[src/rtl/snake_ctrl_if.sv]
// snake_ctrl_if: link to snake_pos -- master drives step/dir/grow, slave returns head+4 segment positions and the food cell
interface snake_ctrl_if;
    logic       step;
    logic       grow;
    logic [1:0] dir;
    logic [8:0] snake_x0, snake_x1, snake_x2, snake_x3, snake_x4;
    logic [8:0] snake_y0, snake_y1, snake_y2, snake_y3, snake_y4;
    logic [8:0] food_x, food_y;
    modport master (
        output step, dir, grow,
        input  snake_x0, snake_x1, snake_x2, snake_x3, snake_x4,
        input  snake_y0, snake_y1, snake_y2, snake_y3, snake_y4,
        input  food_x, food_y
    );
    modport slave (
        input  step, dir, grow,
        output snake_x0, snake_x1, snake_x2, snake_x3, snake_x4,
        output snake_y0, snake_y1, snake_y2, snake_y3, snake_y4,
        output food_x, food_y
    );
endinterface

[src/rtl/snake_ctrl.sv]
// snake_ctrl: snake game FSM -- in: tick, btn_*, bus (segments/food); out: bus.step/dir/grow, state, score, game_over, interval; define SNAKE_DIR_QUEUE_EN for a 2-entry direction FIFO
module snake_ctrl #(
    parameter int GRID_W     = 40,
    parameter int GRID_H     = 30,
    parameter int SCORE_W    = 8,
    parameter int SPEED_STEP = 4
) (
    input  logic               clk,
    input  logic               rst_n,
    input  logic               tick,
    input  logic               btn_up,
    input  logic               btn_down,
    input  logic               btn_left,
    input  logic               btn_right,
    input  logic               btn_start,
    snake_ctrl_if.master       bus,
    output logic [1:0]         state,
    output logic [SCORE_W-1:0] score,
    output logic               game_over,
    output logic [1:0]         interval
);
    typedef enum logic [1:0] {IDLE, RUN, PAUSE, OVER} st_t;
    localparam logic signed [9:0] GW = 10'(GRID_W);
    localparam logic signed [9:0] GH = 10'(GRID_H);
    st_t st;
    logic hold, press, clr, go, wall, self_hit, food, collide, adv;
    logic [1:0] pd, d;
    logic signed [9:0] nx, ny;
    logic [19:0] nh;
    logic [SCORE_W-1:0] lvl;
    assign state = st;
    assign press = (st == RUN || st == PAUSE) && (btn_up || btn_down || btn_left || btn_right);
    assign pd = btn_up ? 2'd3 : btn_down ? 2'd1 : btn_left ? 2'd2 : 2'd0;
    assign clr = st == OVER && btn_start;
    // a tick landing while step is high is held: snake_pos has not moved the head yet
    assign go = st == RUN && !btn_start && (tick || hold) && !bus.step;
    assign nx = $signed({1'b0, bus.snake_x0}) + (d == 2'd0 ? 10'sd1 : d == 2'd2 ? -10'sd1 : 10'sd0);
    assign ny = $signed({1'b0, bus.snake_y0}) + (d == 2'd1 ? 10'sd1 : d == 2'd3 ? -10'sd1 : 10'sd0);
    assign nh = {nx, ny};
    assign wall = nx[9] || ny[9] || nx >= GW || ny >= GH;
    assign food = nh == {1'b0, bus.food_x, 1'b0, bus.food_y};
    // the tail cell only vacates when the snake does not grow
    assign self_hit = nh == {1'b0, bus.snake_x1, 1'b0, bus.snake_y1}
                   || nh == {1'b0, bus.snake_x2, 1'b0, bus.snake_y2}
                   || nh == {1'b0, bus.snake_x3, 1'b0, bus.snake_y3}
                   || (food && nh == {1'b0, bus.snake_x4, 1'b0, bus.snake_y4});
    assign collide = wall || self_hit;
    assign adv = go && !collide;
    assign lvl = score / SCORE_W'(SPEED_STEP);
`ifdef SNAKE_DIR_QUEUE_EN
    logic [1:0] q0, q1, qn0, qn1, rf, qc, qcn;
    assign d = qc != 2'd0 ? q0 : bus.dir;
    assign rf = qc == 2'd0 ? bus.dir : qc == 2'd1 ? q0 : q1;
    always_comb begin
        qn0 = q0;
        qn1 = q1;
        qcn = qc;
        if (adv && qc != 2'd0) begin
            qn0 = q1;
            qcn = qc - 2'd1;
        end
        if (press && pd != rf && pd != (rf ^ 2'b10) && qcn != 2'd2) begin
            if (qcn == 2'd0) qn0 = pd;
            else qn1 = pd;
            qcn = qcn + 2'd1;
        end
        if (clr) qcn = 2'd0;
    end
    always_ff @(posedge clk or negedge rst_n) begin
        if (!rst_n) begin
            q0 <= 2'd0;
            q1 <= 2'd0;
            qc <= 2'd0;
        end else begin
            q0 <= qn0;
            q1 <= qn1;
            qc <= qcn;
        end
    end
`else
    logic pv;
    logic [1:0] pdir;
    // any press is stored; a reversal is rejected when the tick consumes it
    assign d = (pv && pdir != (bus.dir ^ 2'b10)) ? pdir : bus.dir;
    always_ff @(posedge clk or negedge rst_n) begin
        if (!rst_n) begin
            pv <= 1'b0;
            pdir <= 2'd0;
        end else begin
            pv <= press || (pv && !adv && !clr);
            if (press) pdir <= pd;
        end
    end
`endif
    always_ff @(posedge clk or negedge rst_n) begin
        if (!rst_n) begin
            st <= IDLE;
            bus.dir <= 2'd0;
            bus.step <= 1'b0;
            bus.grow <= 1'b0;
            score <= '0;
            game_over <= 1'b0;
            interval <= 2'd0;
            hold <= 1'b0;
        end else begin
            bus.step <= adv;
            bus.grow <= adv && food;
            hold <= st == RUN && !btn_start && (tick || hold) && bus.step;
            interval <= lvl > SCORE_W'(3) ? 2'd3 : lvl[1:0];
            if (adv) bus.dir <= d;
            if (adv && food && score != '1) score <= score + SCORE_W'(1);
            case (st)
                IDLE:  if (btn_start) st <= RUN;
                RUN: begin
                    if (btn_start) st <= PAUSE;
                    else if (go && collide) begin
                        st <= OVER;
                        game_over <= 1'b1;
                    end
                end
                PAUSE: if (btn_start) st <= RUN;
                OVER: begin
                    if (btn_start) begin
                        st <= IDLE;
                        game_over <= 1'b0;
                        score <= '0;
                        bus.dir <= 2'd0;
                    end
                end
            endcase
        end
    end
endmodule
[src/flat_wrapper.sv]
// flat-port wrapper written by rule: the top's interface ports become plain ports
module snake_ctrl_flat 
#(
    parameter int GRID_W     = 40,
    parameter int GRID_H     = 30,
    parameter int SCORE_W    = 8,
    parameter int SPEED_STEP = 4
)
  (clk, rst_n, tick, btn_up, btn_down, btn_left, btn_right, btn_start, state, score, game_over, interval, bus_step, bus_dir, bus_grow, bus_snake_x0, bus_snake_x1, bus_snake_x2, bus_snake_x3, bus_snake_x4, bus_snake_y0, bus_snake_y1, bus_snake_y2, bus_snake_y3, bus_snake_y4, bus_food_x, bus_food_y);
  snake_ctrl_if bus_i ();
  input  logic clk;
  input  logic rst_n;
  input  logic tick;
  input  logic btn_up;
  input  logic btn_down;
  input  logic btn_left;
  input  logic btn_right;
  input  logic btn_start;
  output logic [1:0] state;
  output logic [SCORE_W-1:0] score;
  output logic game_over;
  output logic [1:0] interval;
  output wire logic [$bits(bus_i.step)-1:0] bus_step;
  output wire logic [$bits(bus_i.dir)-1:0] bus_dir;
  output wire logic [$bits(bus_i.grow)-1:0] bus_grow;
  input wire logic [$bits(bus_i.snake_x0)-1:0] bus_snake_x0;
  input wire logic [$bits(bus_i.snake_x1)-1:0] bus_snake_x1;
  input wire logic [$bits(bus_i.snake_x2)-1:0] bus_snake_x2;
  input wire logic [$bits(bus_i.snake_x3)-1:0] bus_snake_x3;
  input wire logic [$bits(bus_i.snake_x4)-1:0] bus_snake_x4;
  input wire logic [$bits(bus_i.snake_y0)-1:0] bus_snake_y0;
  input wire logic [$bits(bus_i.snake_y1)-1:0] bus_snake_y1;
  input wire logic [$bits(bus_i.snake_y2)-1:0] bus_snake_y2;
  input wire logic [$bits(bus_i.snake_y3)-1:0] bus_snake_y3;
  input wire logic [$bits(bus_i.snake_y4)-1:0] bus_snake_y4;
  input wire logic [$bits(bus_i.food_x)-1:0] bus_food_x;
  input wire logic [$bits(bus_i.food_y)-1:0] bus_food_y;
  assign bus_step = bus_i.step;
  assign bus_dir = bus_i.dir;
  assign bus_grow = bus_i.grow;
  assign bus_i.snake_x0 = bus_snake_x0;
  assign bus_i.snake_x1 = bus_snake_x1;
  assign bus_i.snake_x2 = bus_snake_x2;
  assign bus_i.snake_x3 = bus_snake_x3;
  assign bus_i.snake_x4 = bus_snake_x4;
  assign bus_i.snake_y0 = bus_snake_y0;
  assign bus_i.snake_y1 = bus_snake_y1;
  assign bus_i.snake_y2 = bus_snake_y2;
  assign bus_i.snake_y3 = bus_snake_y3;
  assign bus_i.snake_y4 = bus_snake_y4;
  assign bus_i.food_x = bus_food_x;
  assign bus_i.food_y = bus_food_y;
  snake_ctrl #(.GRID_W(GRID_W), .GRID_H(GRID_H), .SCORE_W(SCORE_W), .SPEED_STEP(SPEED_STEP)) u_core (.clk(clk), .rst_n(rst_n), .tick(tick), .btn_up(btn_up), .btn_down(btn_down), .btn_left(btn_left), .btn_right(btn_right), .btn_start(btn_start), .bus(bus_i), .state(state), .score(score), .game_over(game_over), .interval(interval));
endmodule
[config.mk]
export PLATFORM = sky130hd
export DESIGN_NAME = snake_ctrl_flat
export DESIGN_NICKNAME = d
export VERILOG_FILES = /design/src/rtl/snake_ctrl_if.sv /design/src/rtl/snake_ctrl.sv /design/src/flat_wrapper.sv
export SDC_FILE = /design/constraint.sdc
export NUM_CORES = 1
export LEC_CHECK = 0
export CAP_MARGIN = 40
export CORE_MARGIN = 1
export CORE_UTILIZATION = 51
export CTS_CLUSTER_DIAMETER = 30
export DETAILED_ROUTE_END_ITERATION = 8
export HOLD_SLACK_MARGIN = 0.05
export MAX_ROUTING_LAYER = met4
export PLACE_DENSITY = 0.85
export REMOVE_ABC_BUFFERS = 1
export SETUP_SLACK_MARGIN = 0.2
export SLEW_MARGIN = 20
export SYNTH_ARGS = -nofsm -noshare
export SYNTH_HDL_FRONTEND = slang
export SYNTH_SLANG_ARGS = --single-unit
[constraint.sdc]
create_clock -name clk -period 8.2 [get_ports clk]
set_input_delay 1.64 -clock clk [delete_from_list [all_inputs] [get_ports clk]]
set_output_delay 1.64 -clock clk [all_outputs]
set_load 0.01 [all_outputs]
-- Word level (Yosys, flattened, before mapping)
Index checks and enable logic that the tools add are counted.
- register bits after elaboration: 21
- bits in latches: 0
- RAM bits: 0
- ROM bits: 0
- bits of input ports: 116
- output and inout bits: 17
- memories: 0
- $add $sub $neg: 3
- $mul: 0
- divide/modulo/power cells: 0
- order comparisons: 3
- eq/ne operators: 18
- shifts and indexed selects: 0
- mux-type cells: 24
- bitwise logic cells: 1
- reduce and logical (&&, ||, !) cells: 38
- operators by type and width (kind ; number):
    $eq 20x19->1 ; 5
    $mux 10 ; 4
    $mux 2 ; 12
    $mux 8 ; 3
    $add 10x10->10 ; 2
    $logic_and 1x1->1 ; 14
    $logic_or 1x1->1 ; 13
    $ge 10x6->1 const B ; 1
    $ge 10x7->1 const B ; 1
    $add 8x1->8 const B ; 1
    $eq 2x2->1 const B ; 4
    $ne 8x8->1 const B ; 1
    $gt 6x2->1 const B ; 1
    $ne 2x2->1 const B ; 3
    $pmux 2 s3 ; 1
    $logic_not 1->1 ; 5
    $eq 2x1->1 const B ; 2
    $logic_not 2->1 ; 2
    $reduce_and 4->1 ; 1
    $mux 1 ; 3
    $ne 3x3->1 const B ; 1
    $reduce_and 3->1 ; 1
    $ne 2x1->1 const B ; 1
    $ne 2x2->1 ; 1
    4 further kinds ; 4

-- Longest topological paths before layout
- depth in word-level cells: 20
- mapped depth: 17
- depth with buffers taken out: 14

-- Worst setup path after synthesis
No wires, ideal clock.
- kind: input to register
- from: in bus_snake_x0[0]
- to: reg u_core.score[1]
- setup time: 123 ps
- arrival time: 4563 ps
- setup slack: 3514 ps
- cell stages on the path: 12
- cells stage by stage: ha_1 fa_1 a211o_1 a41oi_4 or3_1 buf_4 and2_1 inv_1 nor4_4 nand4b_2 or4_4 mux2i_1
- word-level cells in the longest chain between the ends: 13
- elaborated cells between the ends (all ways): 22
- RTL lines (what ; line ; RTL):
    start: declaration ; flat_wrapper.sv:26 ; input wire logic [$bits(bus_i.snake_x0)-1:0] bus_snake_x0;
    $add 10x10->10 * ; snake_ctrl.sv:37 ; assign nx = $signed({1'b0, bus.snake_x0}) + (d == 2'd0 ? 10'sd1 : d == 2'd2 ? -10'sd1 : 10'sd0);
    parallel branches: the longest is 7 deep, another holds $ge 10x7->1 ; - ;
    $logic_and 1x1->1 * (2 in series) ; snake_ctrl.sv:111 ; if (adv && food && score != '1) score <= score + SCORE_W'(1);
    $mux 8 * ; snake_ctrl.sv:111 ;
    $mux 8 ; snake_ctrl.sv:123 ; if (btn_start) begin
    $mux 8 * ; snake_ctrl.sv:112 ; case (st)
    end signal: assignment ; snake_ctrl.sv:111 ;
    end: declaration ; snake_ctrl.sv:18 ; output logic [SCORE_W-1:0] score,
Mark *: on every way between the ends.
A chain may end at the register's enable or synchronous reset.

-- Worst setup path in the final report
- from: in bus_snake_y0[0]
- to: reg u_core.score[1]
- word-level cells in the longest chain between the ends: 13
- elaborated cells between the ends (all ways): 22
- RTL lines (what ; line ; RTL):
    start: declaration ; flat_wrapper.sv:31 ; input wire logic [$bits(bus_i.snake_y0)-1:0] bus_snake_y0;
    $add 10x10->10 * ; snake_ctrl.sv:38 ; assign ny = $signed({1'b0, bus.snake_y0}) + (d == 2'd1 ? 10'sd1 : d == 2'd3 ? -10'sd1 : 10'sd0);
    parallel branches: the longest is 7 deep, another holds $ge 10x6->1 ; - ;
    $logic_and 1x1->1 * (2 in series) ; snake_ctrl.sv:111 ;
    $mux 8 * ; snake_ctrl.sv:111 ;
    $mux 8 ; snake_ctrl.sv:123 ;
    $mux 8 * ; snake_ctrl.sv:112 ;
Marks and branches as above.

==> impl_metrics.json <==
{
  "diodes": 0,
  "critPathArrivalTime_ns": 5.67,
  "tns_ns": 0,
  "timing.rr.end": "u_core.score[1]",
  "ctsHtreeMaxLevel": 1,
  "synth_edf_count": 0,
  "hold_viol_final": 0,
  "synth_top_family_by_area": "simple AND/OR/NAND/NOR gates",
  "grt_util_all_layers_pct": 31.2,
  "overflow": 0,
  "async_reset_ff_share_pct": 100,
  "fin_util_pct": 72.5,
  "numCtsBuffers": 3,
  "drc": 0,
  "fp.dieW_um": 88.8,
  "period_share_pct": 66.8,
  "cts_setup_buffers": 0,
  "syn_to_final_growth_pct": 36.7,
  "crit_type": "input port to flip-flop",
  "drv_slew": 0,
  "p_per_area_nw_per_um2": 294,
  "cts_tree": "done",
  "worstHoldStart": "u_core.pdir[1]",
  "ys_warn_count": 0,
  "r2r_setup_slack_ns": 3.24,
  "grt_first_pass_wirelength_mm": 18.1,
  "hold_buffers": 0,
  "first_pass_iters": 5,
  "die-area_um2": 7890,
  "grt_antenna_before_repair": 0,
  "die_h_um": 88.8,
  "dp_cells": 653,
  "hold_ws_ns": 0.510,
  "finalSetupViolations": 0,
  "clockBufferDepth": 2,
  "holdPathEnd": "u_core.pdir[1]",
  "irDropWorstVdd_mv": 0.161,
  "vias": 3903,
  "wire_per_inst_um": 17.8,
  "final_common_cell": "clkdlybuf4s50_1",
  "synth_compound_area_share_pct": 15.9,
  "critPathMaxFanout": 12,
  "skew_ns": 0.00923,
  "critPathRequiredTime_ns": 8.39,
  "synth-seq-cells": 21,
  "layoutNonFillerInstCount": 658,
  "gp_congestion": 0.937,
  "reg2regPathDepth": 14,
  "portBuffers": 132,
  "grt_pass1_vias": 3678,
  "drv_cap": 0,
  "root_buffer": "clkbuf_8",
  "core_um2": 7250,
  "drt-initial-drc-count": 302,
  "worst_pin_slew_ns": 0.733,
  "drt_wl_total_mm": 11.7,
  "cellLeakagePower_uw": 0.00221,
  "yosysSeqAreaShare_pct": 13.7,
  "cts_resized": 0,
  "viasPerCell": 5.93,
  "dp_hpwl_mm": 9.73,
  "clk_pin_slew_worst_paths_ns": 0.09,
  "netlist_instances": 439,
  "clock_latency_ns": 0.27,
  "synth_ff_type": "dfrtp_1",
  "synth_mux_area_share_pct": 3.16,
  "start_util_pct": 53.0,
  "nNetsFinal": 701,
  "final_layout_size_suffix_gt1_share_pct": 4.29,
  "cp-end-kind": "flip-flop",
  "min_path_type": "flip-flop to flip-flop",
  "syn_avg_cell_area_um2": 8.76,
  "status": "complete, no violations",
  "pin_count": 133,
  "synth.distinct_cells": 73,
  "max_clock_freq_mhz": 183,
  "row_count": 31,
  "ant_nets": 0,
  "synth-xor-area-share_pct": 26.6,
  "synth-simple-area-share_pct": 28.3,
  "whs_path_depth": 2,
  "synth_area_um2": 3840,
  "final_cell_mix": "132 x clkdlybuf4s50_1, 44 x xor2_1, 30 x nand2_1, 23 x ha_1, 22 x a21oi_1",
  "startpoint_type": "input port",
  "synth-adder-area-share_pct": 8.53,
  "grt_max_degree": 22,
  "relSlewSlack_pct": 50.9,
  "r2r_start": "u_core.bus.dir[0]",
  "rsz0062_at_grt": "no",
  "fin_crit_ns": 5.48,
  "cts_sinks": 21
}
==> power breakdown <==
| part | switching, uW | internal, uW | total, uW |
|---|---|---|---|
| logic | 728 | 616 | 1340 |
| registers | 12.3 | 118 | 130 |
| clock network | 37.2 | 34.4 | 71.6 |
==> through the flow <==
stage	total power, uW	worst slack (ns)	cell area, um2
2_1_floorplan	1140	3.39	3740
3_3_place_gp	1420	2.57	5180
3_5_place_dp	1450	2.47	5200
4_1_cts	1530	2.73	5250
5_1_grt	1680	2.52	5260
6_report	1550	2.72	5260
==> worst max-delay path: stages <==
cell	delay, ns
clkdlybuf4s50_1	0.40
ha_1	0.24
fa_1	0.75
xor2_1	0.11
nor4_1	0.44
o2111ai_1	0.18
or3_1	0.37
or3_4	0.43
nor4_4	0.63
or4_4	0.27
mux2i_1	0.20
==> cells in the mapped netlist, drive strengths merged (4+ instances only) <==
library cell	number	area (um2)
xor2	44	385
nand2	30	113
a21oi	23	119
ha	23	288
dfrtp	21	526
nand3	21	105
xnor2	21	184
nor2	19	87.6
nor4	17	136
xnor3	17	383
nor3	16	85.1
nand2b	14	87.6
o21ai	14	70.1
or3	13	86.3
clkbuf	11	41.3
mux2i	11	110
and3	10	62.6
inv	10	37.5
nand4	9	56.3
buf	8	66.3
and2	7	46.3
o211ai	6	45.0
nand4b	5	50.0
nor3b	5	37.5
a211oi	4	35.0
a21o	4	30.0
nor2b	4	25.0
==> flip-flops by register name, summed over array words and instances, names as in the netlist <==
name              cells
u_core.bus.dir        2
u_core.bus.grow       1
u_core.bus.step       1
u_core.game_over      1
u_core.hold           1
u_core.interval       2
u_core.pdir           2
u_core.pv             1
u_core.score          8
u_core.state          2
==> cell families (layout without fill, tap and decap cells) <==
kind of cell	Yosys count	after routing
AO/OA/AOI/OAI	84	84
XOR/XNOR	85	85
adder cells (fa/ha/maj)	25	25
buffers and inverters	29	149
flip-flops	21	21
multiplexers	12	12
AND/OR/NAND/NOR	183	183
==> metal layers <==
metal	GRT usage (%)	up-vias	wire length, um
met1	38.5	1828	4890
met2	53.2	159	5560
met4	8.06	0	321
met3	4.76	28	946
li1	-	1888	-
met5	-	-	0
==> final cells by class <==
class                      instances  area, um2
clock buffer                       3       41.3
tap                               99        124
sequential                        21        526
multi-input combinational        389       3170
clock inverter                     1       7.51
timing repair buffer             135       1350
fill                             552       2000
inverter                          10       37.5
==> worst max path at each step <==
stage                                from              end  slack, ns  cells past startpoint
after floorplan           bus_snake_y0[0]  u_core.score[0]       3.39                     11
after global placement    bus_snake_y0[0]  u_core.score[0]       2.57                     11
after detailed placement  bus_snake_y0[0]  u_core.score[1]       2.47                     11
after CTS                 bus_snake_y0[0]  u_core.score[1]       2.73                     11
after global routing      bus_snake_y0[0]  u_core.score[1]       2.52                     11
final                     bus_snake_y0[0]  u_core.score[1]       2.72                     11
No activity file was read; power rests on OpenSTA's default activity.
==> variant, RTL diff (same flow settings) <==
The option `SNAKE_DIR_QUEUE_EN` is turned on by a define.
--- a/src/rtl/snake_ctrl.sv
+++ b/src/rtl/snake_ctrl.sv
@@ -1,4 +1,6 @@
 // snake_ctrl: snake game FSM -- in: tick, btn_*, bus (segments/food); out: bus.step/dir/grow, state, score, game_over, interval; define SNAKE_DIR_QUEUE_EN for a 2-entry direction FIFO
+`define SNAKE_DIR_QUEUE_EN
+
 module snake_ctrl #(
     parameter int GRID_W     = 40,
     parameter int GRID_H     = 30,
Check against the original RTL: not equivalent (Yosys sat finds a counterexample within 10 cycles, from zero or initial values and one cycle with rst_n low).
==> variant against the original RTL <==
- routed wire length up 94%
- worst setup slack worse by 2.0 ns
- synthesized area up 45%
- count of clock-buffer cells in the layout unchanged
- design area up 32%
- via count up 74%
- power down 20%
- clock power up 44%
- sequential cell count up 3
- critical path type unchanged
- largest power group unchanged
==> variant: results <==
INSERT INTO impl_metrics (metric_group, metric, value, unit) VALUES
('run_status', 'run_status', 'complete, no violations', ''),
('worst_hold_path', 'timing.hold.worst.start', 'u_core.bus.step$_DFF_PN0_', ''),
('critical_path', 'critical_path_arrival', '7.66', 'ns'),
('critical_path', 'critical_path.max_fanout', '18', ''),
('sta', 'slew_headroom', '42.9', '%'),
('synth', 'ys_seq_area_share', '10.8', '%'),
('power', 'p_leak', '2.58', 'nW'),
('critical_path', 'reg2reg_to', 'u_core.q0[0]$_DFF_PN0_', ''),
('finish', 'post_route_cells_drive_above_1_share', '5.94', '%'),
('placed_design', 'place_congestion', '1.18', ''),
('global_routing', 'first_global_vias', '6444', ''),
('drt', 'drt_first_pass_iters', '6', ''),
('global_routing', 'first_pass_grt_wire_length', '34800', 'um'),
('critical_path', 'worst_r2r_path_depth', '22', ''),
('synth', 'post_syn_area', '5580', 'um2'),
('finish', 'layout.nets', '956', ''),
('synth', 'synth.top_cells.by_count', 'xnor2_1, nand2_1, nor2_1', ''),
('drt', 'detail_route.iter0.violations', '853', ''),
('drt', 'route.vias.total', '6804', ''),
('power', 'power.ir.vdd_worst', '181', 'uV');
## variant: how the worst max path moves through the flow
stage	to	slack [ns]	depth (start not counted)
after floorplan	u_core.q0[0]$_DFF_PN0_	2.01	22
after global placement	u_core.q0[0]$_DFF_PN0_	1.04	19
after detailed placement	u_core.q0[0]$_DFF_PN0_	0.67	19
after CTS	u_core.q0[0]$_DFF_PN0_	0.83	19
after global routing	u_core.q0[0]$_DFF_PN0_	0.29	19
final	u_core.q0[0]$_DFF_PN0_	0.69	19
## variant: worst min-delay path, stage by stage (launching register included)
cell and delay [ns]:
dfrtp_1 0.40, inv_1 0.06, nor2_1 0.04
## variant: cell type report
class,instances,area [um2]
Clock buffer,3,41.3
Clock inverter,1,30.0
Fill cell,894,3500
Inverter,34,128
Multi-Input combinational cell,622,4580
Sequential cell,24,601
Tap cell,136,170
Timing Repair Buffer,141,1410
## variant: per-layer routing
layer	global-route usage [%]	share of wire, %
met3	6.75	11
met4	21.1	6.2
met1	51.2	39
met2	62.6	43
met5	-	0
## variant: kinds of logic after synthesis
| logic type | Yosys count | synth area share (%) |
|---|---|---|
| and+or+nand+nor | 276 | 28.7 |
| AOI/OAI and AO/OA | 216 | 29.2 |
| xor gates and xnor gates | 106 | 19.2 |
| buffers and inverters | 93 | 7.15 |
| DFF | 24 | 10.8 |
| adders and majority gates | 14 | 3.14 |
| muxes | 10 | 1.91 |
## variant: power groups by stage
stage	registers (mW)	logic, mW	clock network (mW)
after global routing	0.180	1.02	0.110
after CTS	0.175	0.926	0.104
after floorplan	0.177	0.589	0
after detailed placement	0.178	0.921	0
after global placement	0.176	0.900	0
final	0.176	0.957	0.103
## variant: per-stage QoR
step | worst slack (ns) | hold slack [ns] | cell area [um2]
2_1_floorplan | 2.01 | 0.520 | 5310
3_3_place_gp | 1.04 | 0.515 | 6850
3_5_place_dp | 0.666 | 0.534 | 6880
4_1_cts | 0.825 | 0.545 | 6950
5_1_grt | 0.294 | 0.579 | 6960
6_report | 0.689 | 0.534 | 6960
